--- src/rtl/clock_ctrl_pkg.sv ---
// clock_ctrl_pkg: shared types and constants for the clock time-setting
// sequencer.
//   state_t           : sequencer states RUN, SET_HR, SET_MIN, SET_SEC
//   FIELD_*           : display field-select encodings
//   TIMEOUT_S_DEFAULT : default idle seconds before a SET state returns to RUN
//   field_of()        : maps a state to its field-select code
package clock_ctrl_pkg;

  typedef enum logic [1:0] {
    RUN     = 2'd0,
    SET_HR  = 2'd1,
    SET_MIN = 2'd2,
    SET_SEC = 2'd3
  } state_t;

  localparam logic [1:0] FIELD_NONE = 2'b00;
  localparam logic [1:0] FIELD_HR   = 2'b01;
  localparam logic [1:0] FIELD_MIN  = 2'b10;
  localparam logic [1:0] FIELD_SEC  = 2'b11;

  localparam int unsigned TIMEOUT_S_DEFAULT = 30;

  function automatic logic [1:0] field_of(input state_t s);
    logic [1:0] f;
    f = FIELD_NONE;
    case (s)
      SET_HR:  f = FIELD_HR;
      SET_MIN: f = FIELD_MIN;
      SET_SEC: f = FIELD_SEC;
      default: f = FIELD_NONE;
    endcase
    return f;
  endfunction

endpackage

--- src/rtl/clock_set_ctrl_rise_detect.sv ---
// rise_detect: one-cycle rising-edge detector for an already synchronized
// level.
//   clk  : sampling clock
//   rst  : asynchronous, active-high reset
//   sig  : synchronized input level
//   rise : high while sig is high and was low on the previous edge
// The first edge after reset never reports a rise: a level already high when
// reset releases is a held button, not a new press.
module rise_detect (
  input  logic clk,
  input  logic rst,
  input  logic sig,
  output logic rise
);

  logic sig_q;
  logic armed;

  always_ff @(posedge clk or posedge rst) begin
    if (rst) begin
      sig_q <= 1'b0;
      armed <= 1'b0;
    end else begin
      sig_q <= sig;
      armed <= 1'b1;
    end
  end

  assign rise = sig & ~sig_q & armed;

endmodule

--- src/rtl/clock_set_ctrl.sv ---
// clock_set_ctrl: time-setting sequencer for the digital clock.
//   TIMEOUT_S   : idle seconds in a SET state before returning to RUN (2..63)
//   seconds_clk : 1 Hz clock, all state changes on its rising edge
//   rst         : asynchronous, active-high reset
//   mode_btn    : synchronized mode button; each press steps
//                 RUN -> SET_HR -> SET_MIN -> SET_SEC -> RUN
//   inc_btn     : synchronized increment button, level-sensitive
//   run         : high in RUN, enables normal carry counting
//   hr_set / min_set / sec_set : one-per-second increment strobes
//   field_sel   : 00 none, 01 hours, 10 minutes, 11 seconds
//   blink       : toggles each second while a field is being set
// Optional feature: define CLOCK_SET_TIMEOUT_EN to add the idle timeout that
// returns a SET state to RUN after TIMEOUT_S idle seconds.
module clock_set_ctrl
  import clock_ctrl_pkg::*;
#(
  parameter int unsigned TIMEOUT_S = TIMEOUT_S_DEFAULT
) (
  input  logic       seconds_clk,
  input  logic       rst,
  input  logic       mode_btn,
  input  logic       inc_btn,
  output logic       run,
  output logic       hr_set,
  output logic       min_set,
  output logic       sec_set,
  output logic [1:0] field_sel,
  output logic       blink
);

  if (TIMEOUT_S < 2 || TIMEOUT_S > 63) begin : g_bad_timeout
    $error("clock_set_ctrl: TIMEOUT_S must be in 2..63");
  end

  state_t     state;
  state_t     state_nxt;
  logic [2:0] strobe_nxt;   // {hr, min, sec}
  logic       blink_nxt;
  logic       mode_edge;
  logic       timeout;

  rise_detect u_mode_rise (
    .clk  (seconds_clk),
    .rst  (rst),
    .sig  (mode_btn),
    .rise (mode_edge)
  );

`ifdef CLOCK_SET_TIMEOUT_EN
  localparam logic [5:0] IDLE_LAST = 6'(TIMEOUT_S - 1);

  logic [5:0] idle_cnt;
  logic [5:0] idle_nxt;

  assign timeout = (state != RUN) && !inc_btn && (idle_cnt == IDLE_LAST);

  // Any activity, any state change into SET and every RUN cycle restart the
  // idle count, so it only advances across consecutive idle SET seconds.
  always_comb begin
    idle_nxt = idle_cnt + 6'd1;
    if (mode_edge || inc_btn || state_nxt == RUN) idle_nxt = '0;
  end

  always_ff @(posedge seconds_clk or posedge rst) begin
    if (rst) idle_cnt <= '0;
    else     idle_cnt <= idle_nxt;
  end
`else
  assign timeout = 1'b0;
`endif

  // Priority: mode press, then increment, then timeout.
  always_comb begin
    state_nxt  = state;
    strobe_nxt = '0;
    if (mode_edge) begin
      case (state)
        RUN:     state_nxt = SET_HR;
        SET_HR:  state_nxt = SET_MIN;
        SET_MIN: state_nxt = SET_SEC;
        default: state_nxt = RUN;
      endcase
    end else if (state != RUN && inc_btn) begin
      case (state)
        SET_HR:  strobe_nxt = 3'b100;
        SET_MIN: strobe_nxt = 3'b010;
        default: strobe_nxt = 3'b001;
      endcase
    end else if (timeout) begin
      state_nxt = RUN;
    end
  end

  // Blink restarts low when leaving RUN and keeps its phase across
  // field-to-field moves.
  always_comb begin
    blink_nxt = ~blink;
    if (state_nxt == RUN || state == RUN) blink_nxt = 1'b0;
  end

  always_ff @(posedge seconds_clk or posedge rst) begin
    if (rst) begin
      state     <= RUN;
      run       <= 1'b1;
      hr_set    <= 1'b0;
      min_set   <= 1'b0;
      sec_set   <= 1'b0;
      field_sel <= FIELD_NONE;
      blink     <= 1'b0;
    end else begin
      state     <= state_nxt;
      run       <= (state_nxt == RUN);
      hr_set    <= strobe_nxt[2];
      min_set   <= strobe_nxt[1];
      sec_set   <= strobe_nxt[0];
      field_sel <= field_of(state_nxt);
      blink     <= blink_nxt;
    end
  end

endmodule
--- config.mk ---
export PLATFORM = sky130hd
export DESIGN_NAME = clock_set_ctrl
export DESIGN_NICKNAME = d
export VERILOG_FILES = /design/src/rtl/clock_ctrl_pkg.sv /design/src/rtl/clock_set_ctrl_rise_detect.sv /design/src/rtl/clock_set_ctrl.sv
export SDC_FILE = /design/constraint.sdc
export NUM_CORES = 1
export LEC_CHECK = 0
export CORE_AREA = 10 10 47 49
export DETAILED_ROUTE_END_ITERATION = 10
export DIE_AREA = 0 0 57 59
export GPL_TIMING_DRIVEN = 0
export PLACE_DENSITY = 0.59
export SYNTH_ARGS = -nofsm -noshare
export SYNTH_HDL_FRONTEND = slang
export SYNTH_SLANG_ARGS = --single-unit
--- constraint.sdc ---
create_clock -name seconds_clk -period 1.43 [get_ports seconds_clk]
set_clock_uncertainty 0.05 [all_clocks]
set_input_delay 0.286 -clock seconds_clk [delete_from_list [all_inputs] [get_ports seconds_clk]]
set_output_delay 0.286 -clock seconds_clk [all_outputs]
set_load 0.005 [all_outputs]
# ---- Word-level counts from Yosys, hierarchy flattened
# Index checks and enable logic that the tools add are counted.
dict set report classes {
  eq_ne 5
  div 0
  shifts 0
  add_sub_neg 0
  n_reduce_logical 5
  multipliers 0
  n_lt_le_gt_ge 0
  muxes 7
  n_bitwise 4
}
# op count
set op_table {}
lappend op_table {{case mux 2 bit (3 select lines)} 2}
lappend op_table {{== test 2 bit (second input constant)} 3}
lappend op_table {{2-to-1 mux 3 bit} 2}
lappend op_table {{case mux 3 bit (2 select lines)} 1}
lappend op_table {{== test 2 x 1 -> 1 bit (second input constant)} 2}
lappend op_table {{zero test 2 bit} 2}
lappend op_table {{bitwise AND 1 bit} 2}
lappend op_table {{2-to-1 mux 2 bit} 1}
lappend op_table {{NOT 1 bit} 2}
lappend op_table {{nonzero test 2 bit} 1}
lappend op_table {{logical AND 1 bit} 1}
lappend op_table {{logical OR 1 bit} 1}
lappend op_table {{2-to-1 mux 1 bit} 1}
dict set report word_totals {
  word_cells 30
  latchBits 0
  output_inout_bits 7
  regBits 11
  in_bits 4
  mem_bits_rw 0
  mem_bits_ro 0
  n_memories 0
}

# ---- Longest topological paths before layout
# Gate-level depths: netlist of the first run.
dict set report depth {
  depth_word 7
  ltp_mapped 4
  mapped_depth_nobuf 4
}

# ---- Modules after synthesis
# Synthesis of the first run repeated with hierarchy kept, for this count alone.
dict set report unflattened {
  hier_cells 33
  area_unflattened_um2 401.6
}
# mod n_inst seq_area_each_um2 area_each_um2 cells_per_inst
set modules_own_cells {}
lappend modules_own_cells {clock_set_ctrl 1 201.4 335.3 28}
lappend modules_own_cells {rise_detect 1 50.0 66.3 5}

# ---- Worst setup path after synthesis of the first run
# Ideal clock, no wire load.
dict set report synth_timing {
  kind {flip-flop to flip-flop}
  from {register state[0]}
  to {register blink}
  setup_ps 123
  required_time_ps 1257
  period_less_slack_ps 1400
  path_buffers 0
  stages_incl_launch_ff 5
  arrival_ps 1227
  slack_ps 30
  cell_sequence {dfrtp_1 > inv_1 > ha_1 > nand4bb_1 > o221a_2}
}
dict set report synth_between {
  elab_chain_cells 6
  word_cells_on_any_way 8
  classes_between {eq/ne: 2; mux: 3; reduce/logical: 3}
}
# element line_no
set synth_lines {}
lappend synth_lines {{start: declaration} clock_set_ctrl.sv:35} ;# state_t state;
lappend synth_lines {{start signal: assignment} clock_set_ctrl.sv:111} ;# state <= state_nxt;
lappend synth_lines {{== test 2 bit (tied with other cells)} clock_set_ctrl.sv:77} ;# case (state)
lappend synth_lines {{case mux 2 bit (3 select lines)} clock_set_ctrl.sv:77}
lappend synth_lines {{2-to-1 mux 2 bit} clock_set_ctrl.sv:76} ;# if (mode_edge) begin
lappend synth_lines {{zero test 2 bit} clock_set_ctrl.sv:98} ;# if (state_nxt == RUN || state == RUN) blink_nxt = 1'b0;
lappend synth_lines {{logical OR 1 bit (*)} clock_set_ctrl.sv:98}
lappend synth_lines {{2-to-1 mux 1 bit (*)} clock_set_ctrl.sv:98}
lappend synth_lines {{via blink_nxt} clock_set_ctrl.sv:38} ;# logic blink_nxt;
lappend synth_lines {{end signal: assignment} clock_set_ctrl.sv:117} ;# blink <= blink_nxt;
lappend synth_lines {{end: declaration} clock_set_ctrl.sv:28} ;# output logic blink
# Mark *: on every way through the listed nets, which the timed path passes. The rest lies on a longest branch.

==> results_dict.tcl, run 1 <==
set metrics [dict create \
    seq_power_share_pct 34.0 \
    synthTopCellsByArea "dfrtp_1, ha_1, mux2_4" \
    required_ns 1.09 \
    syn_to_final_growth_pct 41.95 \
    cp_slowest_cell "dfrtp_1" \
    cp_cell_sequence "buf_4 > buf_4 > buf_4" \
    drt_iter0_drc 2 \
    drcViolationCount 0 \
    finalCriticalPeriod_ns 1.403 \
    syn_inst 33 \
    cts_buffer_depth 2 \
    worst_skew_pair.late_latency_ns 0.25 \
    place_area_sq_um 594.3 \
    hp-class "in2async" \
    hold_buffers 0 \
    design_area_sq_um 673.1 \
    outcome "finished, final reports clean" \
    syn_area_sq_um 474.2 \
    port_buffers 10 \
    grt_antenna_before_repair 0 \
    cp_max_fo 5 \
    cts_buffers 3 \
    cap_viol_max_count 0 \
    cp_common_cell "buf_4" \
    sw_frac_of_total_pct 28.86 \
    min_period_over_period_pct 98.11 \
    worstSetupPathType "reg2out" \
    ant_nets 0 \
    ys_types 17 \
    ys_ff_latch 10 \
    leakagePower_nw 0.3669 \
    timing.final.setup_violations 0 \
    setup_tns_ns 0 \
    hold_violations 0 \
    grt_pass1_wl_microns 1476 \
    synth.avg_cell_area_sq_um 14.37 \
    hpwl_microns 656.6 \
    final_nets 57 \
    final_common_cell "dfrtp_1" \
    die_area_sq_um 3363 \
    fp.dieW_microns 57 \
    grt-ovfl-total 0 \
    pwr_density_cell_nw_per_um2 1997 \
    root_buffer "clkbuf_4" \
    critical-path-top-delay-family "flip-flops" \
    grt_setup_unrepaired "true" \
    coreArea_sq_um 1401 \
    max_stage_delay_ns 0.42 \
    slew_violations 0 \
    synth_top_area_cell "dfrtp_1" \
    netSwitchingPower_mw 0.3881 \
    gp_congestion 0.7800 \
    first_global_vias 335 \
    seq_area_frac_synth_pct 53.03 \
    grtUsageTotal_pct 5.551 \
    p_comb_share_pct 47.7 \
    clock_power_share_pct 18.4 \
    clock-sinks 10 \
    die_h_microns 59 \
    mostFrequentLayoutCells "dfrtp_1, dlymetal6s2s_1" \
    startpoint_type "flop" \
    antenna_cells 0 \
    path_buf_inv 3 \
    peakVddDrop_mv 0.8894 \
    vias_per_cell 4.609 \
    grt_max_degree 11 \
    initial_core_util_pct 33.84 \
    final_core_util_pct 48.04 \
    max_freq_ghz 0.7128 \
    cp-end-kind "primary output" \
    syn_nets 41 \
    internal_power_mw 0.9564 \
    synth_warnings 0 \
    htree_levels 1 \
    drtPass1Iterations 3 \
    synth_top_area_share_pct 47.49 \
    drt-total-wl_microns 829 \
    drt-wirelength-per-cell_microns 12.95 \
    io_pins 11 \
    critPathArrivalTime_ns 1.07 \
    cts_tree "built" \
    vias 295 \
    num_rows 14 \
    layout-drive-gt1-share_pct 45.83 \
    clkSlewWorstSetupHoldPaths_ns 0.07 \
]
[cells in the mapped netlist]
| master | n |
|---|---|
| conb_1 | 1 |
| nand4bb_1 | 1 |
| nor4b_2 | 1 |
| or2_1 | 1 |
| buf_6 | 1 |
| inv_1 | 3 |
| ha_1 | 4 |
| dfrtp_1 | 9 |
| mux2_4 | 3 |
| and3b_1 | 1 |
| dfstp_2 | 1 |
| o22ai_1 | 1 |
| nor2_1 | 1 |
| o221a_2 | 1 |
| and4bb_2 | 2 |
| buf_4 | 1 |
| or2_2 | 1 |
[registers in the layout, summed over array words and instances, names as in the netlist]
| register | flops |
|---|---|
| state | 2 |
| blink | 1 |
| field_sel | 1 |
| hr_set | 1 |
| min_set | 1 |
| run | 1 |
| sec_set | 1 |
| u_mode_rise.armed | 1 |
| u_mode_rise.sig_q | 1 |
[kinds of logic after synthesis]
group	Yosys count	share of synthesized area, %
other	1	0.7908
and+or+nand+nor	8	16.09
DFF	10	53.04
AOI/OAI and AO/OA	2	3.695
adders and majority gates	4	10.55
buffers and inverters	5	6.333
muxes	3	9.498
[layer usage]
metal | GRT usage, % | vias up | part of all wire (%)
met5 | 0 | - | 0
met4 | 1.007 | 0 | 0.84
met3 | 4.721 | 2 | 10
met2 | 9.457 | 8 | 49
met1 | 5.025 | 143 | 39
li1 | - | 142 | -
[through the flow]
step	total power [mW]	setup slack (ns)	cells	hold WS [ns]
after floorplan	0.7829	0.02990	33	0.07546
after global placement	1.014	-0.1339	59	0.4766
after detailed placement	1.035	-0.1454	59	0.5099
after CTS	1.329	0.001550	63	0.2691
after global routing	1.458	-0.009352	64	0.2882
final	1.344	0.02702	64	0.2513
[power groups by stage]
stage | Combinational, mW | Clock [mW] | Sequential [mW]
3_3_place_gp | 0.560 | 0 | 0.454
2_1_floorplan | 0.329 | 0 | 0.454
3_5_place_dp | 0.574 | 0 | 0.461
5_1_grt | 0.718 | 0.267 | 0.472
6_report | 0.641 | 0.247 | 0.457
4_1_cts | 0.618 | 0.252 | 0.459
[path summary, 6_finish.rpt]
path | from | to | slack (ns) | depth (start not counted)
setup reg to reg | state[0] | blink | 0.05 | 4
setup / recovery | state[0] | field_sel[0] | 0.03 | 3
min in group seconds_clk | u_mode_rise.sig_q | run | 0.51 | 2
max in group asynchronous | rst | run | 0.78 | 2
hold reg to reg | u_mode_rise.sig_q | run | 0.51 | 2
hold / removal | rst | sec_set | 0.25 | 2
[worst reg2reg max path, stage by stage (launching register included)]
cell       delay (ns)
dfrtp_1          0.42
inv_2            0.09
ha_4             0.26
nand4bb_4        0.19
o221a_2          0.26
[what timing repair did]
| action | in CTS | in global routing |
|---|---|---|
| setup endpoints to repair | 5 | 5 |
| resized for setup | 7 | 6 |
| setup buffers | 0 | 1 |
[area by class of cell]
| type | count | area, sq um |
|---|---|---|
| well taps | 16 | 20.02 |
| repair buffers | 11 | 112.6 |
| flip-flops and latches | 10 | 252.7 |
| inverters | 3 | 11.26 |
| fillers | 134 | 728.2 |
| multi-input cells | 18 | 221.5 |
| clock buffers | 4 | 36.28 |
| plain buffers | 2 | 18.77 |
Power figures use the tool's default switching activity.
==> run 2, diff against run 1 <==
--- a/config.mk
+++ b/config.mk
@@ -9,6 +9,7 @@
 export DETAILED_ROUTE_END_ITERATION = 10
 export DIE_AREA = 0 0 57 59
 export GPL_TIMING_DRIVEN = 0
+export MAX_ROUTING_LAYER = met4
 export PLACE_DENSITY = 0.59
 export SYNTH_ARGS = -nofsm -noshare
 export SYNTH_HDL_FRONTEND = slang
==> constraint.sdc (replaced) <==
create_clock -name seconds_clk -period 1.43 [get_ports seconds_clk]
set_clock_uncertainty 0.05 [all_clocks]
set_input_delay 0.286 -clock seconds_clk [delete_from_list [all_inputs] [get_ports seconds_clk]]
set_output_delay 0.286 -clock seconds_clk [all_outputs]
set_load 0.02 [all_outputs]
==> run 2 against run 1 <==
Global-route usage grew 0.16 points. Die area did not move. Core utilization down 1.9 points. Clock power about the same. Total power up 4.1%. Hold slack hardly changed. Critical path depth rose by 1. Clock-buffer cell count is the same. Wire length fell by 1.4%. Cell count shrank 1.6%.
==> results_dict.tcl, run 2 (synthesized netlist as in run 1, its figures left out) <==
set metrics [dict create \
    min_period_over_period_pct 96.46 \
    htree_levels 1 \
    final_core_util_pct 46.16 \
    mostFrequentLayoutCells "dfrtp_1, dlygate4sd2_1" \
    final_common_cell "dfrtp_1" \
    worstSetupPathType "reg2reg" \
    cp_max_fo 5 \
    grt_max_degree 11 \
    antenna_cells 0 \
    critPathArrivalTime_ns 1.47 \
    grt_antenna_before_repair 0 \
    vias 289 \
    vias_per_cell 4.587 \
    grtUsageTotal_pct 5.708 \
    startpoint_type "flop" \
    clock-sinks 10 \
    fp.dieW_microns 57 \
    cts_tree "built" \
    design_area_sq_um 646.9 \
    gp_congestion 0.7907 \
    power_mw 1.400 \
    io_pins 11 \
    initial_core_util_pct 33.84 \
    largest_reg_flops 2 \
    drcViolationCount 0 \
    grt-ovfl-total 0 \
    num_rows 14 \
    required_ns 1.52 \
    worst_skew_pair.late_latency_ns 0.25 \
    layout-drive-gt1-share_pct 46.81 \
    clkSlewWorstSetupHoldPaths_ns 0.07 \
    finalCriticalPeriod_ns 1.379 \
    timing.final.setup_violations 0 \
    hp-class "in2async" \
    slew_violations 0 \
    pwr_density_cell_nw_per_um2 2163 \
    outcome "finished, final reports clean" \
    hold_violations 0 \
    peakVddDrop_mv 0.9119 \
    first_global_vias 335 \
    cp-end-kind "flop" \
    die_h_microns 59 \
    cap_viol_max_count 0 \
    fill_cells 136 \
    coreArea_sq_um 1401 \
    max_freq_ghz 0.7250 \
    grt_setup_unrepaired "false" \
    drtPass1Iterations 3 \
    drt-total-wl_microns 817 \
    drt-wirelength-per-cell_microns 12.97 \
    cts_buffer_depth 2 \
    syn_to_final_growth_pct 36.41 \
    port_buffers 10 \
    hpwl_microns 656.6 \
    final_nets 56 \
    regMostFlops "state" \
    place_area_sq_um 594.3 \
    grt_pass1_wl_microns 1476 \
    leakagePower_nw 0.3137 \
    drt_iter0_drc 2 \
    die_area_sq_um 3363 \
    ant_nets 0 \
    cts_buffers 3 \
    hold_buffers 0 \
    root_buffer "clkbuf_4" \
    cts_setup_buffers 0 \
]
-- run 2: power by group --
group          total [mW]  switching, mW  leakage (nW)  internal, mW
Sequential          0.459         0.0676         0.122         0.392
Combinational       0.693          0.318         0.171         0.375
Clock               0.247         0.0927        0.0210         0.154
Total                1.40          0.478         0.314         0.921
-- run 2: metrics by stage --
step	hold slack (ns)	setup slack, ns	TNS [ns]	instances
finish	0.2513	0.05068	0	63
global route	0.2882	0.0006509	0	63
CTS	0.2691	0.01076	0	63
detailed placement	0.5099	-0.1454	-0.7723	59
global placement	0.4766	-0.1339	-0.6352	59
floorplan	0.07546	0.02990	0	33
-- run 2: cell type report --
class	instances	area (sq um)	area share (%)
multi-input cells	18	221.5	34.24
plain buffers	2	18.77	2.901
clock buffers	4	36.28	5.609
repair buffers	10	86.33	13.35
flip-flops and latches	10	252.7	39.07
well taps	16	20.02	3.095
inverters	3	11.26	1.741
-- run 2: metal layers --
metal  vias to the layer above  global-route usage, %  routed length (microns)  share of wire (%)
met2                         8                  9.457                      413                 51
li1                        141                      -                        -                  -
met3                         0                  4.292                       86                 11
met1                       140                  5.270                      317                 39
met4                         0                  1.007                        0                  0
met5                         -                      -                        0                  0
-- run 2: final timing paths --
path / cells past startpoint / end / slack [ns] / startpoint
min in group seconds_clk: 2 / run / 0.51 / u_mode_rise.sig_q
max in group asynchronous: 2 / run / 0.78 / rst
worst max-delay path: 4 / state[0] / 0.05 / state[0]
worst min register to register: 2 / run / 0.51 / u_mode_rise.sig_q
worst max register to register: 4 / state[0] / 0.05 / state[0]
worst min-delay path: 2 / sec_set / 0.25 / rst
-- run 2: what timing repair did --
item                                    4_1_cts  5_1_grt
gates resized for setup                      12        3
pin swaps                                     0        1
gates cloned                                  0        0
endpoints found under the setup margin        9        2
-- run 2: worst max-delay path, stage by stage (launching register included) --
cell and delay, ns:
dfrtp_1 0.42, inv_2 0.09, ha_1 0.21, or2_1 0.23, mux2_4 0.26
